### config.mk
export PLATFORM = sky130hd
export DESIGN_NAME = bpred_update_queue
export DESIGN_NICKNAME = d
export VERILOG_FILES = /design/src/rtl/bpred_pkg.sv /design/src/rtl/bpred_fifo_ptr.sv /design/src/rtl/bpred_update_queue.sv
export SDC_FILE = /design/constraint.sdc
export NUM_CORES = 1
export LEC_CHECK = 0
export CORE_ASPECT_RATIO = 0.6
export CORE_MARGIN = 3
export CORE_UTILIZATION = 30
export DETAILED_ROUTE_END_ITERATION = 10
export GPL_ROUTABILITY_DRIVEN = 1
export PLACE_DENSITY = 0.47
export SETUP_SLACK_MARGIN = 0.2
export SYNTH_ARGS = -nofsm -noshare
export SYNTH_HDL_FRONTEND = slang
export SYNTH_SLANG_ARGS = --single-unit
### constraint.sdc
create_clock -name clk -period 2.41 [get_ports clk]
set_clock_uncertainty 0.1 [all_clocks]
set_input_delay 0.241 -clock clk [delete_from_list [all_inputs] [get_ports clk]]
set_output_delay 0.241 -clock clk [all_outputs]
set_load 0.05 [all_outputs]
### src/rtl/bpred_pkg.sv
`default_nettype none
// ============================================================================
// Module      : bpred_pkg
// Description : Shared types and widths for the branch-predictor update path.
// Revision    : 1.0 - initial release
// ============================================================================
package bpred_pkg;

  localparam int BPRED_DATA_W = 96;
  localparam int BPRED_META_W = 4;

  // One resolved branch as seen by the predictor update port
  typedef struct packed {
    logic [31:0]             PC4;
    logic [31:0]             target;
    logic                    dir;
    logic                    miss;
    logic [BPRED_DATA_W-1:0] data;
    logic [BPRED_META_W-1:0] meta;
    logic                    recover_ras;
  } bpred_update_t;

endpackage
`default_nettype wire

### src/rtl/bpred_fifo_ptr.sv
`default_nettype none
// ============================================================================
// Module      : bpred_fifo_ptr
// Description : Head/tail pointers and occupancy counter for a power-of-two
//               circular buffer. Pointers wrap naturally at DEPTH-1 -> 0.
// Revision    : 1.0 - initial release
// ============================================================================
module bpred_fifo_ptr #(
  parameter int DEPTH = 4,
  parameter int PTR_W = $clog2(DEPTH)
) (
  input  logic             clk,
  input  logic             reset,
  input  logic             push,
  input  logic             pop,
  output logic [PTR_W-1:0] head,
  output logic [PTR_W-1:0] tail,
  output logic [PTR_W:0]   count
);

  logic [PTR_W-1:0] r_head;
  logic [PTR_W-1:0] r_tail;
  logic [PTR_W:0]   r_count;

  // Advance pointers on push/pop; count only moves when exactly one happens
  always_ff @(posedge clk or negedge reset) begin
    if (!reset) begin
      r_head  <= '0;
      r_tail  <= '0;
      r_count <= '0;
    end else begin
      if (push) r_tail <= r_tail + 1'b1;
      if (pop)  r_head <= r_head + 1'b1;
      case ({push, pop})
        2'b10:   r_count <= r_count + 1'b1;
        2'b01:   r_count <= r_count - 1'b1;
        default: r_count <= r_count;
      endcase
    end
  end

  assign head  = r_head;
  assign tail  = r_tail;
  assign count = r_count;

endmodule
`default_nettype wire

### src/rtl/bpred_update_queue.sv
`default_nettype none
// ============================================================================
// Module      : bpred_update_queue
// Description : In-order decoupling FIFO between execute and the branch
//               predictor update port. Absorbs predictor stalls, returns
//               backpressure to execute when full, flags dropped updates.
// Revision    : 1.0 - initial release
// ============================================================================
module bpred_update_queue
  import bpred_pkg::*;
#(
  parameter int DEPTH = 4,
  parameter int PTR_W = $clog2(DEPTH)
) (
  input  logic                    clk,
  input  logic                    reset,
  input  logic                    execute_update,
  input  logic [31:0]             execute_PC4,
  input  logic [31:0]             execute_target,
  input  logic                    execute_dir,
  input  logic                    execute_miss,
  input  logic [BPRED_DATA_W-1:0] execute_data,
  input  logic [BPRED_META_W-1:0] execute_meta,
  input  logic                    execute_recover_ras,
  output logic                    execute_stall,
  input  logic                    soin_bpredictor_stall,
  output logic                    execute_bpredictor_update,
  output logic [31:0]             execute_bpredictor_PC4,
  output logic [31:0]             execute_bpredictor_target,
  output logic                    execute_bpredictor_dir,
  output logic                    execute_bpredictor_miss,
  output logic [BPRED_DATA_W-1:0] execute_bpredictor_data,
  output logic [BPRED_META_W-1:0] execute_bpredictor_meta,
  output logic                    execute_bpredictor_recover_ras,
  output logic [PTR_W:0]          occupancy,
  output logic                    overflow_err
);

  localparam logic [PTR_W:0] c_depth = (PTR_W+1)'(DEPTH);

  bpred_update_t    r_mem [DEPTH];
  logic             r_overflow;
  logic [PTR_W-1:0] w_head;
  logic [PTR_W-1:0] w_tail;
  logic [PTR_W:0]   w_count;
  logic             w_nonempty;
  logic             w_pop;
  logic             w_push;
  bpred_update_t    w_in;
  bpred_update_t    w_head_entry;

  assign w_nonempty = (w_count != '0);
  assign w_pop      = w_nonempty & ~soin_bpredictor_stall;
  // A full queue that drains this cycle still has room for one more entry
  assign execute_stall = (w_count == c_depth) & ~w_pop;
  assign w_push        = execute_update & ~execute_stall;

  assign w_in = '{PC4:         execute_PC4,
                  target:      execute_target,
                  dir:         execute_dir,
                  miss:        execute_miss,
                  data:        execute_data,
                  meta:        execute_meta,
                  recover_ras: execute_recover_ras};

  bpred_fifo_ptr #(
    .DEPTH (DEPTH),
    .PTR_W (PTR_W)
  ) u_ptr (
    .clk   (clk),
    .reset (reset),
    .push  (w_push),
    .pop   (w_pop),
    .head  (w_head),
    .tail  (w_tail),
    .count (w_count)
  );

  // Entry storage: cleared on reset, written at the tail on an accepted push
  always_ff @(posedge clk or negedge reset) begin
    if (!reset) begin
      for (int i = 0; i < DEPTH; i++) r_mem[i] <= '0;
    end else if (w_push) begin
      r_mem[w_tail] <= w_in;
    end
  end

  // Sticky flag for an update offered while the queue refused it
  always_ff @(posedge clk or negedge reset) begin
    if (!reset)                                r_overflow <= 1'b0;
    else if (execute_update && execute_stall)  r_overflow <= 1'b1;
  end

  // Head is forced to zero when empty so stale storage never leaks out
  assign w_head_entry = w_nonempty ? r_mem[w_head] : '0;

  assign execute_bpredictor_update      = w_pop;
  assign execute_bpredictor_PC4         = w_head_entry.PC4;
  assign execute_bpredictor_target      = w_head_entry.target;
  assign execute_bpredictor_dir         = w_head_entry.dir;
  assign execute_bpredictor_miss        = w_head_entry.miss;
  assign execute_bpredictor_data        = w_head_entry.data;
  assign execute_bpredictor_meta        = w_head_entry.meta;
  assign execute_bpredictor_recover_ras = w_head_entry.recover_ras;
  assign occupancy                      = w_count;
  assign overflow_err                   = r_overflow;

endmodule
`default_nettype wire

==> impl_metrics.csv <==
group,metric,value,unit
outcome,status,"finished with violations",
outcome,violations,"setup timing",
setup_path,critPathSlowestCell,"dfrtp_4",
setup_path,start_kind,"register",
yosys,ys.warnings.count,0,
setup_path,crit_required,2.07,ns
placement,dp_slack,-0.0691,ns
finish,seqCellArea,0.0169,mm2
detailed_routing,ant_nets,0,
clock_network,cts_max_level,3,
grt,antenna_found_initial,9,
detailed_routing,drc,0,
yosys,synth-compound-area-share,0.0244,%
floorplanning,rows,90,
finish,nets,2488,
timing,fmax,354,MHz
timing,timing.final.ws_setup,-0.418,ns
clock_network,clk_path_buf_depth,3,
setup_path,cpPeakStageDelay,0.49,ns
setup_path,crit_buf_inv,5,
grt,grt_pass1_wl,129000,um
yosys,synthTopCellsByArea,"dfrtp_1, mux2_1, mux4_2",
setup_path,critPathMostFrequentCell,"buf_12",
floorplanning,start_util,30.5,%
finish,final_layout_size_suffix_gt1_share,47.7,%
setup_path,cp_data_arrival_time,2.49,ns
timing,maxSlewHeadroom,56.7,%
timing,period_minus_slack,2.83,ns
yosys,synth-seq-area-share,54.9,%
yosys,syn_area,0.0308,mm2
yosys,synth_xor_area_share,0.171,%
yosys,synth_area_per_cell,16.7,um2
setup_path,worstSetupPathType,"reg2out",
timing,finalSetupViolCount,167,
setup_path,worstPathMaxFanout,6,
yosys,synth_top_area_share,54.9,%
detailed_routing,post_drt_wl_per_cell,23.4,um
yosys,synth_largest_area_cell,"dfrtp_1",
yosys,synthMuxAreaShare,37.8,%
floorplanning,io-pin-count,344,
grt,grt_pass1_vias,20000,
detailed_routing,vias,17800,
detailed_routing,routed_wl,86600,um
setup_path,crit_chain,"buf_12, buf_16, buf_12, buf_6, mux4_2, nor2b_4, buf_8",
clock_network,tritoncts,"yes",
job,cap_violations,0,
grt,gr-total-overflow,0,
clock_network,cts_root_buffer,"clkbuf_16",
setup_path,endpoint_kind,"output port",
finish,areaGrowthSynthToFinish,34.8,%
floorplanning,fp.coreArea,0.101,mm2
placement,hpwl,55900,um
yosys,synthArstFlopShare,100,%
yosys,synth_cell_types,25,
detailed_routing,first_pass_iters,6,
finish,fillers,9173,
yosys,syn-num-nets,2018,
setup_path,rrSetupSlack,0.08,ns
floorplanning,die_w,420,um
finish,final-instance-count-excl-fill,3699,
yosys,ys.flop_type,"dfrtp_1",
timing,rsz0062_at_grt,"yes",
yosys,synth_edf_count,0,
placement,finalWeightedCongestion,0.720,
grt,track_usage,15.9,%
timing,hold_viol,0,
yosys,yosys_register_bits,676,
floorplanning,die_area,0.107,mm2
yosys,synthAdderAreaFrac,0.268,%
timing,slew_viol_final,0,
yosys,synthSimpleGateAreaFrac,3.63,%
floorplanning,die_h,254,um
detailed_routing,viasPerCell,4.81,
timing,fin_crit_sh,117,%
finish,final_cell_mix,"dfrtp_1, mux2_1, mux2_2, clkdlybuf4s50_1, mux4_2",
placement,portBuffers,343,
clock_network,cts_buffers,71,
yosys,synth_top_family_by_area,"multiplexers",
yosys,syn-instance-count,1841,
detailed_routing,drt_first_iter_violations,707,
clock_network,cts.sinks,676,
placement,dp.cells,3525,
clock_network,clk_pin_slew_worst_paths,0.07,ns
worst_hold_path,worstHoldPathType,"in2async",
timing,tightest_slew,0.649,ns
finish,final_common_cell,"dfrtp_1",
finish,multiInputGateArea,0.0139,mm2
clock_network,clkLatencyLatePin,0.62,ns
grt,grt_start_max_net_pins,59,
setup_path,cp_top_family,"buffers and inverters",
[stage by stage]
stage          util (%)  hold WS [ns]  area [um2]  setup TNS [ns]
2_1_floorplan         -        -0.155       31200               0
6_report           41.0         0.103       41500          -51.47
3_3_place_gp       36.5         0.168       36900           -1.44
3_5_place_dp       36.5         0.174       36900           -1.84
4_1_cts            39.6        0.0717       40000          -72.71
5_1_grt            41.0        0.0987       41500          -69.38
[registers in the layout, indices dropped and copies added, names as in the netlist]
| name | count |
|---|---|
| u_ptr.head | 2 |
| u_ptr.tail | 2 |
| u_ptr.count | 3 |
| r_mem | 668 |
| overflow_err | 1 |
[area by class of cell]
class	instances	area share, %
clock buffers	104	5.16
multi-input cells	1031	33.6
diodes	2	0.0121
repair buffers	526	15.6
flip-flops and latches	676	40.8
well taps	1334	4.02
inverters	5	0.0452
clock inverters	21	0.742
[path summary, 6_finish.rpt]
path,from,endpoint,cells past startpoint
hold / removal,reset,r_mem[594]$_DFFE_PN0P_,2
hold reg to reg,r_mem[50]$_DFFE_PN0P_,r_mem[50]$_DFFE_PN0P_,1
max in group asynchronous,reset,r_mem[451]$_DFFE_PN0P_,3
min in group clk,execute_data[74],r_mem[413]$_DFFE_PN0P_,2
setup reg to reg,u_ptr.count[0]$_DFFE_PN0P_,r_mem[617]$_DFFE_PN0P_,9
setup / recovery,u_ptr.head[0]$_DFFE_PN0P_,execute_bpredictor_data[45],7
[cell families after synthesis]
logic type	count (synthesis)
buffers and inverters	134
XOR/XNOR	6
multiplexers	837
flip-flops	676
AO/OA/AOI/OAI	1
AND/OR/NAND/NOR	181
adder cells (fa/ha/maj)	6
[metal layers]
layer	routed length [um]	track usage [%]	vias to the layer above
met5	90	0	-
met4	1660	4.32	14
met3	3150	3.17	121
met2	40300	25.2	259
met1	41400	22.3	9711
li1	-	-	7693
[cell usage after synthesis, types with 2 or more instances]
cell type	number
xnor2_1	2
buf_1	6
clkbuf_1	28
buf_4	3
nor2b_1	167
ha_1	5
xor2_1	4
buf_2	34
nand2_1	4
mux2_2	239
dfrtp_1	676
mux2_4	86
mux4_2	167
nor2_1	5
inv_1	5
mux2_1	344
buf_6	58
[repair_timing]
action / in CTS / in global routing
endpoints found under the setup margin: 189 / 345
gates resized for setup: 131 / 230
buffers inserted: 12 / 17
hold buffers: 1 / 0
cloned: 2 / 16
pin swaps: 0 / 2
hold endpoints to repair: 327 / 0
Power is not shown: default switching activity piles up to over one toggle a cycle in this logic, so the estimate is an artifact.
